--- src/rtl/dbg_trace_capture.sv ---
// -----------------------------------------------------------------------------
// dbg_trace_capture
//
// Purpose:
//   Debug-bus trace buffer. One of NUM_CH debug channels is captured into a
//   DEPTH-entry circular buffer. Capture runs continuously before the trigger
//   and for POST_TRIG more samples after it. The captured window is then
//   drained oldest-first over a valid/ready read port. A sticky error_fiq
//   flags protocol misuse (trig outside PRE/POST, arm outside IDLE).
//
// Optional feature:
//   DBG_TRACE_TSTAMP_EN - adds a 16-bit free-running timestamp. It is stored
//   with every sample, and rd_data becomes {ts[15:0], sample[DBG_W-1:0]}.
//
// Ports:
//   clk        in   clock
//   rst        in   asynchronous active-high reset
//   dbg_bus    in   NUM_CH*DBG_W, channel c at [c*DBG_W +: DBG_W]
//   ch_sel     in   channel select, latched when arm is accepted
//   arm        in   start a capture (accepted in IDLE only)
//   trig       in   trigger (meaningful in PRE only)
//   rd_valid   out  read data valid
//   rd_ready   in   read data accepted
//   rd_data    out  captured sample (DBG_W, or DBG_W+16 with timestamp)
//   rd_last    out  final entry of the captured window
//   state      out  IDLE=0, PRE=1, POST=2, DUMP=3
//   error_fiq  out  sticky misuse flag
//   fiq_clr    in   clears error_fiq (a simultaneous set wins)
// -----------------------------------------------------------------------------
module dbg_trace_capture #(
    parameter int DBG_W     = 8,
    parameter int NUM_CH    = 4,
    parameter int DEPTH     = 16,
    parameter int POST_TRIG = 8
) (
    input  logic                                        clk,
    input  logic                                        rst,
    input  logic [NUM_CH*DBG_W-1:0]                     dbg_bus,
    input  logic [((NUM_CH > 1) ? $clog2(NUM_CH) : 1)-1:0] ch_sel,
    input  logic                                        arm,
    input  logic                                        trig,
    output logic                                        rd_valid,
    input  logic                                        rd_ready,
`ifdef DBG_TRACE_TSTAMP_EN
    output logic [DBG_W+15:0]                           rd_data,
`else
    output logic [DBG_W-1:0]                            rd_data,
`endif
    output logic                                        rd_last,
    output logic [1:0]                                  state,
    output logic                                        error_fiq,
    input  logic                                        fiq_clr
);

    localparam int CH_W  = (NUM_CH > 1) ? $clog2(NUM_CH) : 1;
    localparam int AW    = $clog2(DEPTH);
    localparam int CNT_W = AW + 1;
`ifdef DBG_TRACE_TSTAMP_EN
    localparam int ENT_W = DBG_W + 16;
`else
    localparam int ENT_W = DBG_W;
`endif
    localparam logic [CNT_W-1:0] FILL_MAX  = CNT_W'(DEPTH);
    localparam logic [CNT_W-1:0] POST_LAST = (POST_TRIG > 0) ? CNT_W'(POST_TRIG - 1) : '0;

    typedef enum logic [1:0] {
        ST_IDLE = 2'd0,
        ST_PRE  = 2'd1,
        ST_POST = 2'd2,
        ST_DUMP = 2'd3
    } state_t;

    state_t             state_q, state_d;
    logic [CH_W-1:0]    sel_q, sel_d;
    logic [AW-1:0]      wptr_q, wptr_d;
    logic [CNT_W-1:0]   fill_q, fill_d;
    logic [CNT_W-1:0]   post_q, post_d;
    logic [AW-1:0]      rptr_q, rptr_d;
    logic [CNT_W-1:0]   ridx_q, ridx_d;
    logic               rd_valid_q, rd_valid_d;
    logic [ENT_W-1:0]   rd_data_q, rd_data_d;
    logic               rd_last_q, rd_last_d;
    logic               fiq_q, fiq_d;
`ifdef DBG_TRACE_TSTAMP_EN
    logic [15:0]        ts_q, ts_d;
`endif

    logic [ENT_W-1:0]   buf_q [DEPTH];
    logic               wr_en;
    logic [ENT_W-1:0]   wr_entry;
    logic [DBG_W-1:0]   sample;
    logic [AW-1:0]      rd_start;
    logic [CNT_W-1:0]   fill_inc;
    logic               err_set;

    // Channel mux. An out-of-range select (non-power-of-2 NUM_CH) reads as zero.
    always_comb begin
        sample = '0;
        for (int c = 0; c < NUM_CH; c++) begin
            if (sel_q == CH_W'(c)) begin
                sample = dbg_bus[c*DBG_W +: DBG_W];
            end
        end
`ifdef DBG_TRACE_TSTAMP_EN
        wr_entry = {ts_q, sample};
`else
        wr_entry = sample;
`endif
    end

    // Sequencer: capture pointer/fill bookkeeping, dump read-out and the
    // misuse flag. The read-out register is loaded one cycle after entering
    // DUMP, so rd_valid first rises on the edge after the final write.
    always_comb begin
        state_d    = state_q;
        sel_d      = sel_q;
        wptr_d     = wptr_q;
        fill_d     = fill_q;
        post_d     = post_q;
        rptr_d     = rptr_q;
        ridx_d     = ridx_q;
        rd_valid_d = rd_valid_q;
        rd_data_d  = rd_data_q;
        rd_last_d  = rd_last_q;
        wr_en      = 1'b0;
        fill_inc   = (fill_q == FILL_MAX) ? fill_q : fill_q + 1'b1;
        // Oldest valid entry; when full this wraps back onto wptr itself.
        rd_start   = wptr_q - fill_q[AW-1:0];

        case (state_q)
            ST_IDLE: begin
                if (arm) begin
                    state_d = ST_PRE;
                    sel_d   = ch_sel;
                    wptr_d  = '0;
                    fill_d  = '0;
                    post_d  = '0;
                end
            end
            ST_PRE: begin
                wr_en  = 1'b1;
                wptr_d = wptr_q + 1'b1;
                fill_d = fill_inc;
                if (trig) begin
                    state_d = (POST_TRIG == 0) ? ST_DUMP : ST_POST;
                end
            end
            ST_POST: begin
                wr_en  = 1'b1;
                wptr_d = wptr_q + 1'b1;
                fill_d = fill_inc;
                post_d = post_q + 1'b1;
                if (post_q == POST_LAST) begin
                    state_d = ST_DUMP;
                end
            end
            ST_DUMP: begin
                if (!rd_valid_q) begin
                    rd_valid_d = 1'b1;
                    rd_data_d  = buf_q[rd_start];
                    rd_last_d  = (fill_q == CNT_W'(1));
                    rptr_d     = rd_start + 1'b1;
                    ridx_d     = CNT_W'(1);
                end else if (rd_ready) begin
                    if (rd_last_q) begin
                        rd_valid_d = 1'b0;
                        rd_last_d  = 1'b0;
                        rd_data_d  = '0;
                        state_d    = ST_IDLE;
                    end else begin
                        rd_data_d = buf_q[rptr_q];
                        rd_last_d = (ridx_q == fill_q - 1'b1);
                        rptr_d    = rptr_q + 1'b1;
                        ridx_d    = ridx_q + 1'b1;
                    end
                end
            end
            default: begin
                state_d = ST_IDLE;
            end
        endcase

        err_set = (trig && ((state_q == ST_IDLE) || (state_q == ST_DUMP))) ||
                  (arm && (state_q != ST_IDLE));
        fiq_d   = err_set | (fiq_q & ~fiq_clr);
`ifdef DBG_TRACE_TSTAMP_EN
        ts_d    = ts_q + 16'd1;
`endif
    end

    // Control and output registers.
    always_ff @(posedge clk or posedge rst) begin
        if (rst) begin
            state_q    <= ST_IDLE;
            sel_q      <= '0;
            wptr_q     <= '0;
            fill_q     <= '0;
            post_q     <= '0;
            rptr_q     <= '0;
            ridx_q     <= '0;
            rd_valid_q <= 1'b0;
            rd_data_q  <= '0;
            rd_last_q  <= 1'b0;
            fiq_q      <= 1'b0;
`ifdef DBG_TRACE_TSTAMP_EN
            ts_q       <= '0;
`endif
        end else begin
            state_q    <= state_d;
            sel_q      <= sel_d;
            wptr_q     <= wptr_d;
            fill_q     <= fill_d;
            post_q     <= post_d;
            rptr_q     <= rptr_d;
            ridx_q     <= ridx_d;
            rd_valid_q <= rd_valid_d;
            rd_data_q  <= rd_data_d;
            rd_last_q  <= rd_last_d;
            fiq_q      <= fiq_d;
`ifdef DBG_TRACE_TSTAMP_EN
            ts_q       <= ts_d;
`endif
        end
    end

    // Trace storage is deliberately not reset.
    always_ff @(posedge clk) begin
        if (wr_en) begin
            buf_q[wptr_q] <= wr_entry;
        end
    end

    assign rd_valid  = rd_valid_q;
    assign rd_data   = rd_data_q;
    assign rd_last   = rd_last_q;
    assign state     = state_q;
    assign error_fiq = fiq_q;

endmodule
--- config.mk ---
export PLATFORM = sky130hd
export DESIGN_NAME = dbg_trace_capture
export DESIGN_NICKNAME = d
export VERILOG_FILES = /design/src/rtl/dbg_trace_capture.sv
export SDC_FILE = /design/constraint.sdc
export NUM_CORES = 1
export LEC_CHECK = 0
export CORE_ASPECT_RATIO = 1.25
export CORE_MARGIN = 1
export CORE_UTILIZATION = 62
export DETAILED_ROUTE_END_ITERATION = 12
export PLACE_DENSITY = 0.9
export SYNTH_ARGS = -nofsm -noshare
export SYNTH_HDL_FRONTEND = slang
export SYNTH_SLANG_ARGS = --single-unit
--- constraint.sdc ---
create_clock -name clk -period 5.35 [get_ports clk]
set_input_delay 0.8025 -clock clk [delete_from_list [all_inputs] [get_ports clk]]
set_output_delay 0.8025 -clock clk [all_outputs]
set_load 0.02 [all_outputs]
; ---- After elaboration in Yosys (flattened, before gate mapping)
; Memory sizes are Yosys's and may differ from the RTL's.
; Index checks and enable logic that the tools add are counted.
[totals]
reg_bits = 38
mem_bits_rw = 128
input_bits = 40
out_inout_bits = 13
n_memories = 1
[mem_list]
columns = name, depth, width, rd, rd_clocked_by_memory_dff, wr, line
row1 = buf_q, 16, 8, 2, 0, 1, 88  ; logic [ENT_W-1:0] buf_q [DEPTH];
[op_classes]
addsub = 8
n_eq_ne = 19
n_mux = 35
bitwise_logic = 3
n_reduce_logical = 17
[ops]
columns = op, count
row1 = 8-bit two-way mux, 7
row2 = 5-bit two-way mux, 5
row3 = 5-bit one-hot mux with 2 select lines, 2
row4 = 2-bit inequality test (second input constant), 9
row5 = 4-bit two-way mux, 4
row6 = 5-bit by 1-bit adder with 5-bit output (second input constant), 3
row7 = 4-bit by 1-bit adder with 4-bit output (second input constant), 3
row8 = 2-bit two-way mux, 6
row9 = 1-bit two-way mux, 9
row10 = 2-bit equality test (second input constant), 4
row11 = 2-bit one-hot mux with 4 select lines, 1
row12 = 4-bit one-hot mux with 2 select lines, 1
row13 = 2-bit AND reduction, 4
row14 = 3-bit AND reduction, 2
row15 = 6-bit AND reduction, 1
row16 = 2-bit nonzero test, 3
row17 = 5-bit by 1-bit equality test with 1-bit output (second input constant), 1
row18 = 5-bit by 3-bit equality test with 1-bit output (second input constant), 1
row19 = 5-bit equality test, 1
row20 = 5-bit equality test (second input constant), 1
row21 = 5-bit by 1-bit subtractor with 5-bit output (second input constant), 1
row22 = 2-bit by 1-bit equality test with 1-bit output (second input constant), 2
row23 = 2-bit zero test, 2
row24 = 4-bit subtractor, 1
row25 = 6 further kinds, 8

; ---- Longest topological paths before layout
; Gate-level depths: netlist (run 1).
[logic_depth]
depth_word = 5
depth_mapped = 10
ltp_nobuf = 10

; ---- Worst setup path after synthesis (run 1)
; OpenSTA, ideal clock, no wires.
[synth_path]
path_kind = register to register
startpoint = register wptr_q[0]
endpoint = register rd_data_q[1], in the netlist rd_data[1]
t_arrival_ns = 2.270
required_ns = 5.216
setup_slack_ns = 2.946
stages_incl_launch_ff = 11
n_path_buf = 2
synth_period_minus_slack_ns = 2.404
cell_sequence = dfrtp_1 inv_1 ha_1 inv_2 fa_1 clkbuf_1 buf_2 mux4_2 mux2i_1 o22a_1 o211ai_1
[synth_between]
elab_chain_len = 3
[synth_lines]
columns = element, line
row1 = "start, declared", 75  ; logic [AW-1:0] wptr_q, wptr_d;
row2 = "start signal, assigned", 211  ; wptr_q <= wptr_d;
row3 = 4-bit subtractor, 128  ; rd_start = wptr_q - fill_q[AW-1:0];
row4 = memory 16 x 8 bit, --
row5 = 8-bit two-way mux, 158  ; if (!rd_valid_q) begin
row6 = "end signal, assigned", 217  ; rd_data_q <= rd_data_d;
row7 = "end, declared", 81  ; logic [ENT_W-1:0] rd_data_q, rd_data_d;
; No other way between the ends.
; A chain may end at the register's enable or synchronous reset.

; ---- Final worst setup path (run 1)
[layout_path]
startpoint = register wptr_q[0]
endpoint = register rd_data_q[2], in the netlist rd_data[2]
; Same word-level chain as after synthesis.

==> impl_metrics.env, run 1 <==
export IMPL_layout_drive_gt1_share_pct=13.5
export IMPL_antenna_found_initial=0
export IMPL_grt_remaining_overflow=0
export IMPL_skew_ns=0.00538
export IMPL_slew_headroom_pct=27.0
export IMPL_power_density_mw_per_mm2=683
export IMPL_stdcell_count=773
export IMPL_numPortBuffers=52
export IMPL_grt_max_degree=39
export IMPL_synth_flop_cell="edfxtp_1"
export IMPL_status="complete, no violations"
export IMPL_finalWeightedCongestion=0.872
export IMPL_critical_path_top_delay_family="multiplexers"
export IMPL_vias_per_cell=7.07
export IMPL_synth_async_reset_ratio_pct=22.9
export IMPL_routedWlPerCell_microns=26.7
export IMPL_start_util_pct=64.4
export IMPL_post_cts_buffers=0
export IMPL_die_w_microns=108
export IMPL_route_detailed_drc=0
export IMPL_path_buf_inv=2
export IMPL_vias=5462
export IMPL_fin_nets=647
export IMPL_cp_end_kind="flip-flop"
export IMPL_slew_violations=0
export IMPL_synth_cell_types=58
export IMPL_crit_start="wptr_q[0]"
export IMPL_crit_chain="inv_1 -> ha_1 -> buf_4 -> mux4_1 -> mux2i_1 -> o22a_1 -> o211ai_1"
export IMPL_cp_start_kind="flip-flop"
export IMPL_fin_setup_tns_ns=0
export IMPL_arrival_ns=3.46
export IMPL_finalHoldViolCount=0
export IMPL_grt_pass1_wl_mm=31.5
export IMPL_synth_edff_count=128
export IMPL_setup_violations=0
export IMPL_cp_max_fo=22
export IMPL_top_usage_layer="met2"
export IMPL_synth_warnings=0
export IMPL_period_minus_slack_ns=3.16
export IMPL_max_cap_violations=0
export IMPL_grt_total_usage_pct=30.7
export IMPL_postCtsHoldBufs=0
export IMPL_r2r_end="rd_data[2]"
export IMPL_core_area_sq_mm=0.0134
export IMPL_postSynthAreaPerCell_sq_um=15.9
export IMPL_r2r_start="wptr_q[0]"
export IMPL_grt_pass1_vias=5678
export IMPL_fmax_ghz=0.317
export IMPL_clock_sinks=166
export IMPL_die_h_microns=134
export IMPL_finalCoreUtilization_pct=73.2
export IMPL_drt_pre_antenna_iters=5
export IMPL_cp_endpoint="rd_data[2]"
export IMPL_cts_tree="done"
export IMPL_cts_root_buf="clkbuf_16"
export IMPL_holdCritPathClass="flip-flop to flip-flop"
export IMPL_clockBufferDepth=2
export IMPL_n_antenna_cell=0
export IMPL_drt_wl_total_mm=20.6
export IMPL_clkLatencyLatePin_ns=0.43
export IMPL_area_delta_synth_final_pct=13.7
export IMPL_use_met2_pct=52.6
export IMPL_cp_depth=7
export IMPL_p_leak_nw=3.63
export IMPL_cts_max_level=4
export IMPL_rsz0062_at_grt="no"
export IMPL_pin_count=53
export IMPL_syn_area_sq_mm=0.00863
export IMPL_cp_required_ns=5.65
export IMPL_ant_nets=0
export IMPL_yosys_top_cells_area="edfxtp_1 45%, dfrtp_1 11%, mux4_1 8.5%, mux4_2 7.3%, mux2i_1 6.6%"
export IMPL_num_rows=47
export IMPL_grtUsageMet1_pct=36.0
export IMPL_vdd_ir_drop_max_mv=0.469
export IMPL_ys_seq_elements=166
export IMPL_netlist_instances=544
export IMPL_synth_nets=602
export IMPL_dp_cells=741
export IMPL_rrSetupSlack_ns=2.19
export IMPL_synth_top_area_share_pct=44.5
export IMPL_drt_initial_drc_count=545
export IMPL_cp_slowest_cell="ha_1"
export IMPL_yosys_area_top_type="edfxtp_1"
export IMPL_ys_seq_area_share_pct=55.6
export IMPL_clk_pin_slew_ns=0.06
export IMPL_dp_final_hpwl_mm=13.8
export IMPL_dieArea_sq_mm=0.0144
export IMPL_grtUsageMet3_pct=5.54
export IMPL_r2r_cells=7
export IMPL_numCtsBuffers=17
export IMPL_worst_pin_slew_ns=1.10
export IMPL_fill_cells=778
export IMPL_worstSetupPathType="flip-flop to flip-flop"
export IMPL_max_stage_delay_ns=0.76
export IMPL_post_route_period_util_pct=59.1
export IMPL_ctsResizeCount=0
cells in the final DEF, fill, tap and decap left out, types with 2 or more instances in the layout:
master and n:
a32o_1 2, nor3_1 7, nand2_1 17, o211ai_1 9
and3_1 4, xnor2_1 8, nand2b_1 3, clkbuf_8 4
a21o_1 6, mux4_2 28, nand4_1 3, a22o_1 10
bufinv_16 4, edfxtp_1 128, and2_1 17, inv_2 2
mux4_1 28, ha_1 17, inv_1 14, mux2i_1 57
nand3_1 10, nor2_1 18, xor2_1 3, clkbuf_16 17
nor3b_1 2, nor2b_1 2, clkbuf_1 3, clkdlybuf4s50_1 52
a21oi_1 4, dfrtp_1 37, o31ai_1 2, o21ai_0 12
mux2_2 7, a32oi_1 9, clkinv_2 2, o22a_1 8
mux2i_2 3, a22oi_1 15, buf_4 5
routing by layer:
metal  wire (microns)  up-vias  share of wire [%]
met2            10900      347                 53
li1                 -     2311                  -
met5                0        -                  0
met3             1560       88                7.5
met4             1010        0                4.9
met1             7230     2716                 35
state kept, by name (all words and copies together) (netlist names), 2 cells and up:
name	count
wptr_q	4
state	2
rd_data	8
buf_q	128
sel_q	2
fill_q	5
post_q	5
ridx_q	5
rptr_q	4
logic make-up (layout without fill, tap and decap cells):
group           count (synthesis)  in the layout  share of synthesized area [%]
buf+inv                        47            105                           3.34
compound gates                 88             88                           7.85
flops                         166            166                           55.6
fa+ha+maj                      18             18                           2.70
xor+xnor                       12             12                           1.31
mux                           123            123                           23.8
simple gates                   90             90                           5.41
cell usage after synthesis, types with 3 or more instances:
| master | n |
|---|---|
| a32oi_1 | 9 |
| a21oi_1 | 4 |
| and3_1 | 4 |
| clkbuf_1 | 8 |
| mux2i_1 | 57 |
| o211ai_1 | 9 |
| nor3_1 | 7 |
| o22a_1 | 8 |
| mux2i_2 | 3 |
| o21ai_0 | 12 |
| buf_6 | 8 |
| nand2b_1 | 3 |
| ha_1 | 17 |
| buf_2 | 5 |
| nor2_1 | 18 |
| inv_1 | 14 |
| nand4_1 | 3 |
| xnor2_1 | 8 |
| a22o_1 | 10 |
| nand2_1 | 17 |
| mux2_2 | 7 |
| xor2_1 | 3 |
| dfrtp_1 | 38 |
| and2_1 | 17 |
| mux4_1 | 28 |
| buf_4 | 6 |
| mux4_2 | 28 |
| a22oi_1 | 15 |
| edfxtp_1 | 128 |
| nand3_1 | 10 |
| a21o_1 | 6 |
where the power goes:
part,internal (mW),switching [mW]
sequential,1.82,0.349
clock,0.830,0.473
combinational,1.49,1.74
total,4.14,2.56
worst register-to-register path, cell delays in order (launching register included):
cell	delay, ns
dfrtp_1	0.43
inv_1	0.12
ha_1	0.76
buf_4	0.51
mux4_1	0.64
mux2i_1	0.30
o22a_1	0.19
o211ai_1	0.08
layout make-up:
class,instances,area [sq um],area share [%]
clock inverter,8,146,1.49
inverter,16,60.1,0.612
sequential,166,4800,48.9
multi-input combinational,331,3550,36.1
timing repair buffer,57,558,5.69
clock buffer,24,492,5.01
tap,171,214,2.18
worst min path at each step:
stage / slack (ns) / start / end / cells past startpoint
finish: 0.52 / rd_data[3] / rd_data[3] / 2
global route: 0.54 / rd_data[2] / rd_data[2] / 2
CTS: 0.51 / rd_data[3] / rd_data[3] / 2
detailed placement: 0.50 / rd_data[3] / rd_data[3] / 2
global placement: 0.51 / rd_data[1] / rd_data[1] / 2
floorplan: 0.48 / post_q[0] / post_q[0] / 1
per-stage QoR:
step | power (mW) | hold WS (ns) | worst slack (ns) | cell area, sq um
floorplan | 4.59 | 0.484 | 2.95 | 8630
global placement | 5.17 | 0.507 | 2.40 | 9170
detailed placement | 5.34 | 0.501 | 2.27 | 9170
CTS | 6.67 | 0.514 | 2.24 | 9810
global route | 6.96 | 0.538 | 2.07 | 9810
finish | 6.70 | 0.517 | 2.19 | 9810
Note: power is estimated with default switching activity, not from simulation.
==> run 2: changes to the inputs <==
- CORE_UTILIZATION: 62 -> 60
- PLACE_DENSITY: 0.9 -> 0.87
- clock period: 5.35 -> 3.2 ns (I/O delays scaled with it)
==> impl_metrics.env, run 2 (synthesized netlist as in run 1, its figures left out) <==
export IMPL_status="complete, no violations"
export IMPL_setup_violations=0
export IMPL_grt_pass1_wl_mm=32.1
export IMPL_vias_per_cell=7.13
export IMPL_ant_nets=0
export IMPL_slew_violations=0
export IMPL_met3RoutedLength_mm=1.54
export IMPL_rrSetupSlack_ns=0.47
export IMPL_fmax_ghz=0.367
export IMPL_clockBufferDepth=2
export IMPL_numCtsBuffers=17
export IMPL_holdCritPathClass="input port to asynchronous set/reset pin"
export IMPL_grt_max_degree=39
export IMPL_numPortBuffers=52
export IMPL_p_leak_nw=3.63
export IMPL_die_h_microns=136
export IMPL_finalHoldViolCount=0
export IMPL_routedWlPerCell_microns=26.5
export IMPL_layout_drive_gt1_share_pct=13.8
export IMPL_top_layer="met4"
export IMPL_arrival_ns=3.02
export IMPL_drt_wl_total_mm=20.8
export IMPL_area_delta_synth_final_pct=13.6
export IMPL_largest_reg_flops=128
export IMPL_post_cts_buffers=0
export IMPL_finalWeightedCongestion=0.874
export IMPL_fin_setup_tns_ns=0
export IMPL_drt_pre_antenna_iters=5
export IMPL_grt_total_usage_pct=30.6
export IMPL_clk_pin_slew_ns=0.06
export IMPL_layout_common_cells="128 x edfxtp_1, 57 x mux2i_1, 52 x clkdlybuf4s50_1"
export IMPL_clock_sinks=166
export IMPL_rsz0062_at_grt="no"
export IMPL_cp_end_kind="flip-flop"
export IMPL_grt_remaining_overflow=0
export IMPL_postCtsHoldBufs=0
export IMPL_slew_headroom_pct=33.8
export IMPL_max_cap_violations=0
export IMPL_power_density_mw_per_mm2=1130
export IMPL_dp_final_hpwl_mm=13.5
export IMPL_dieArea_sq_mm=0.0149
export IMPL_p_total_mw=11.1
export IMPL_cts_root_buf="clkbuf_16"
export IMPL_skew_ns=0.0100
export IMPL_grt_pass1_vias=5854
export IMPL_worst_pin_slew_ns=0.992
export IMPL_die_w_microns=109
export IMPL_cp_required_ns=3.49
export IMPL_wl_met2_mm=11.1
export IMPL_top_register="buf_q"
export IMPL_post_route_period_util_pct=85.2
export IMPL_cts_max_level=4
export IMPL_start_util_pct=61.9
export IMPL_mostFrequentLayoutCell="edfxtp_1"
export IMPL_cts_tree="done"
export IMPL_worstSetupPathType="flip-flop to flip-flop"
export IMPL_cp_max_fo=24
export IMPL_antenna_found_initial=0
export IMPL_num_rows=48
export IMPL_ctsResizeCount=0
export IMPL_drt_initial_drc_count=533
export IMPL_period_minus_slack_ns=2.73
export IMPL_core_area_sq_mm=0.0139
export IMPL_clkLatencyLatePin_ns=0.43
export IMPL_wl_met1_mm=7.26
export IMPL_pin_count=53
export IMPL_n_antenna_cell=0
export IMPL_fin_nets=653
export IMPL_route_detailed_drc=0
export IMPL_vias=5581
export IMPL_vdd_ir_drop_max_mv=0.808
export IMPL_cp_start_kind="flip-flop"
==> run 2: power breakdown <==
part	leakage (nW)	internal [mW]	total (mW)	switching, mW
Clock	0.273	1.18	1.98	0.799
Sequential	1.63	3.05	3.60	0.551
Combinational	1.73	2.57	5.54	2.98
==> run 2: layer usage <==
metal  vias up  global-route usage [%]
met5         -                       0
met4         0                    16.6
met3        75                    6.38
met2       336                    53.6
met1      2844                    34.8
li1       2326                       -
==> run 2: worst max-delay path, cell delays in order (launching register included) <==
cell and delay [ns]:
dfrtp_1 0.42, inv_1 0.14, ha_1 0.18, inv_2 0.05, fa_1 0.43, xor2_2 0.17, buf_4 0.38, mux4_1 0.39
mux2i_1 0.17, o22a_1 0.16, o211ai_1 0.10
==> run 2: layout make-up <==
type	instances	area, sq um
Inverter	16	60.1
Clock buffer	22	464
Clock inverter	10	105
Timing Repair Buffer	63	616
Fill cell	867	4130
Multi-Input combinational cell	331	3550
Tap cell	175	219
Sequential cell	166	4800
==> run 2: metrics by stage <==
stage | utilization, % | hold slack [ns] | cells | area, sq um | worst slack (ns)
global route | 70.4 | 0.551 | 783 | 9810 | 0.309
detailed placement | 66.3 | 0.526 | 751 | 9240 | 0.505
finish | 70.4 | 0.490 | 783 | 9810 | 0.472
floorplan | - | 0.484 | 544 | 8630 | 0.796
CTS | 70.4 | 0.502 | 783 | 9810 | 0.474
global placement | 66.3 | 0.503 | 751 | 9240 | 0.632
==> run 2: final timing paths <==
path                              endpoint       from  cells past startpoint
worst max-delay path            rd_data[4]  wptr_q[0]                     10
max in group asynchronous        rptr_q[1]        rst                      3
min in group clk                 ridx_q[3]  ridx_q[3]                      1
worst max register to register  rd_data[4]  wptr_q[0]                     10
worst min-delay path              state[1]        rst                      3
worst min register to register   ridx_q[3]  ridx_q[3]                      1
==> run 3: changes to the inputs <==
- CORE_MARGIN: 1 -> 3
- CORE_UTILIZATION: 60 -> 62
- DONT_BUFFER_PORTS: default -> 1
- PLACE_DENSITY: 0.87 -> 0.85
==> impl_metrics.env, run 3 (synthesized netlist as in run 1, its figures left out) <==
export IMPL_clkLatencyLatePin_ns=0.43
export IMPL_p_leak_nw=3.41
export IMPL_numCtsBuffers=17
export IMPL_path_buf_inv=3
export IMPL_slew_violations=0
export IMPL_die_h_microns=138
export IMPL_clockBufferDepth=2
export IMPL_route_detailed_drc=0
export IMPL_r2r_end="rd_data[7]"
export IMPL_numPortBuffers=0
export IMPL_setup_violations=0
export IMPL_fmax_ghz=0.337
export IMPL_grt_total_usage_pct=28.1
export IMPL_cp_start_kind="flip-flop"
export IMPL_rsz0062_at_grt="no"
export IMPL_antenna_found_initial=0
export IMPL_finalCoreUtilization_pct=69.3
export IMPL_place_ws_ns=0.283
export IMPL_cp_required_ns=3.48
export IMPL_post_route_period_util_pct=92.6
export IMPL_postCtsHoldBufs=0
export IMPL_vias=5198
export IMPL_crit_chain="inv_1 -> ha_1 -> inv_2 -> fa_1 -> xor2_2 -> buf_4 -> mux4_1 -> mux2i_1 -> o22a_1 -> o211ai_1"
export IMPL_vias_per_cell=7.18
export IMPL_layout_common_cells="128 x edfxtp_1, 57 x mux2i_1, 37 x dfrtp_1"
export IMPL_top_register="buf_q"
export IMPL_cell_internal_pwr_mw=6.68
export IMPL_post_cts_buffers=0
export IMPL_die_w_microns=112
export IMPL_num_rows=47
export IMPL_arrival_ns=3.24
export IMPL_cp_slowest_cell="fa_1"
export IMPL_cp_max_fo=24
export IMPL_clk_pin_slew_ns=0.06
export IMPL_drt_pre_antenna_iters=6
export IMPL_dp_final_hpwl_mm=13.5
export IMPL_routedWlPerCell_microns=28.2
export IMPL_clock_sinks=166
export IMPL_p_clk_share_pct=18.8
export IMPL_ctsResizeCount=0
export IMPL_cts_tree="done"
export IMPL_layout_drive_gt1_share_pct=15.0
export IMPL_skew_ns=0.00986
export IMPL_p_comb_share_pct=48.0
export IMPL_area_delta_synth_final_pct=7.70
export IMPL_largest_reg_flops=128
export IMPL_cp_end_kind="flip-flop"
export IMPL_start_util_pct=64.4
export IMPL_worst_pin_slew_ns=0.842
export IMPL_core_area_sq_mm=0.0134
export IMPL_holdCritPathClass="input port to asynchronous set/reset pin"
export IMPL_mostFrequentLayoutCell="edfxtp_1"
export IMPL_rrSetupSlack_ns=0.24
export IMPL_period_minus_slack_ns=2.96
export IMPL_fin_setup_tns_ns=0
export IMPL_grt_remaining_overflow=0
export IMPL_switchingPower_mw=4.28
export IMPL_critical_path_top_delay_family="multiplexers"
export IMPL_hold_slack_ns=0.0746
export IMPL_worstSetupPathType="flip-flop to flip-flop"
export IMPL_crit_start="wptr_q[0]"
export IMPL_p_total_mw=11.0
export IMPL_finalWeightedCongestion=0.867
export IMPL_ant_nets=0
export IMPL_drt_initial_drc_count=594
export IMPL_max_stage_delay_ns=0.43
export IMPL_worst_slack_ns=0.236
export IMPL_grt_max_degree=34
export IMPL_drt_wl_total_mm=20.4
export IMPL_power_density_mw_per_mm2=1180
export IMPL_vdd_ir_drop_max_mv=0.786
export IMPL_slew_headroom_pct=43.8
export IMPL_r2r_cells=10
export IMPL_r2r_start="wptr_q[0]"
export IMPL_status="complete, no violations"
export IMPL_cts_max_level=4
export IMPL_finalHoldViolCount=0
export IMPL_cts_root_buf="clkbuf_16"
export IMPL_grt_pass1_vias=5448
export IMPL_dieArea_sq_mm=0.0154
export IMPL_p_seq_share_pct=33.2
export IMPL_grt_pass1_wl_mm=31.5
export IMPL_switching_share_pct=39.1
export IMPL_pin_count=53
export IMPL_n_antenna_cell=0
export IMPL_max_cap_violations=0
export IMPL_fin_nets=598
-- run 3: changes by cell type in the layout (fill, tap and decap cells not counted), sizes merged --
cell	previous run	this run
clkinv	6	5
buf	11	8
bufinv	2	3
clkinvlp	2	4
clkdlybuf4s50	52	0
clkbuf	22	20
-- run 3: power groups by stage --
stage          registers, mW  logic, mW  clock network (mW)
3_5_place_dp            3.66       5.16                   0
4_1_cts                 3.63       5.22                2.07
6_report                3.64       5.26                2.06
2_1_floorplan           3.38       4.29                   0
3_3_place_gp            3.63       4.98                   0
5_1_grt                 3.70       5.60                2.16
-- run 3: worst max path at each step --
stage	end	slack, ns	depth (start not counted)
floorplan	rd_data[1]	0.80	10
global placement	rd_data[7]	0.36	10
detailed placement	rd_data[7]	0.28	10
CTS	rd_data[7]	0.23	10
global route	rd_data[7]	0.11	10
finish	rd_data[7]	0.24	10
-- run 3: final cells by class --
class	count	area [sq um]
Sequential cell	166	4800
Multi-Input combinational cell	331	3550
Clock buffer	20	437
Tap cell	171	214
Fill cell	834	4120
Inverter	16	60.1
Timing Repair Buffer	8	85.1
Clock inverter	12	155
-- run 3: through the flow --
stage | std cells | area, sq um
2_1_floorplan | 544 | 8630
3_3_place_gp | 692 | 8700
3_5_place_dp | 692 | 8700
4_1_cts | 724 | 9290
5_1_grt | 724 | 9290
6_report | 724 | 9290
-- run 3: per-layer routing --
layer  vias up  GRT usage, %  part of all wire, %
met4         0          12.4                  3.2
met1      2641          32.4                   35
met5         -             0                    0
met3        59          6.15                  7.7
met2       279          50.9                   54
li1       2219             -                    -
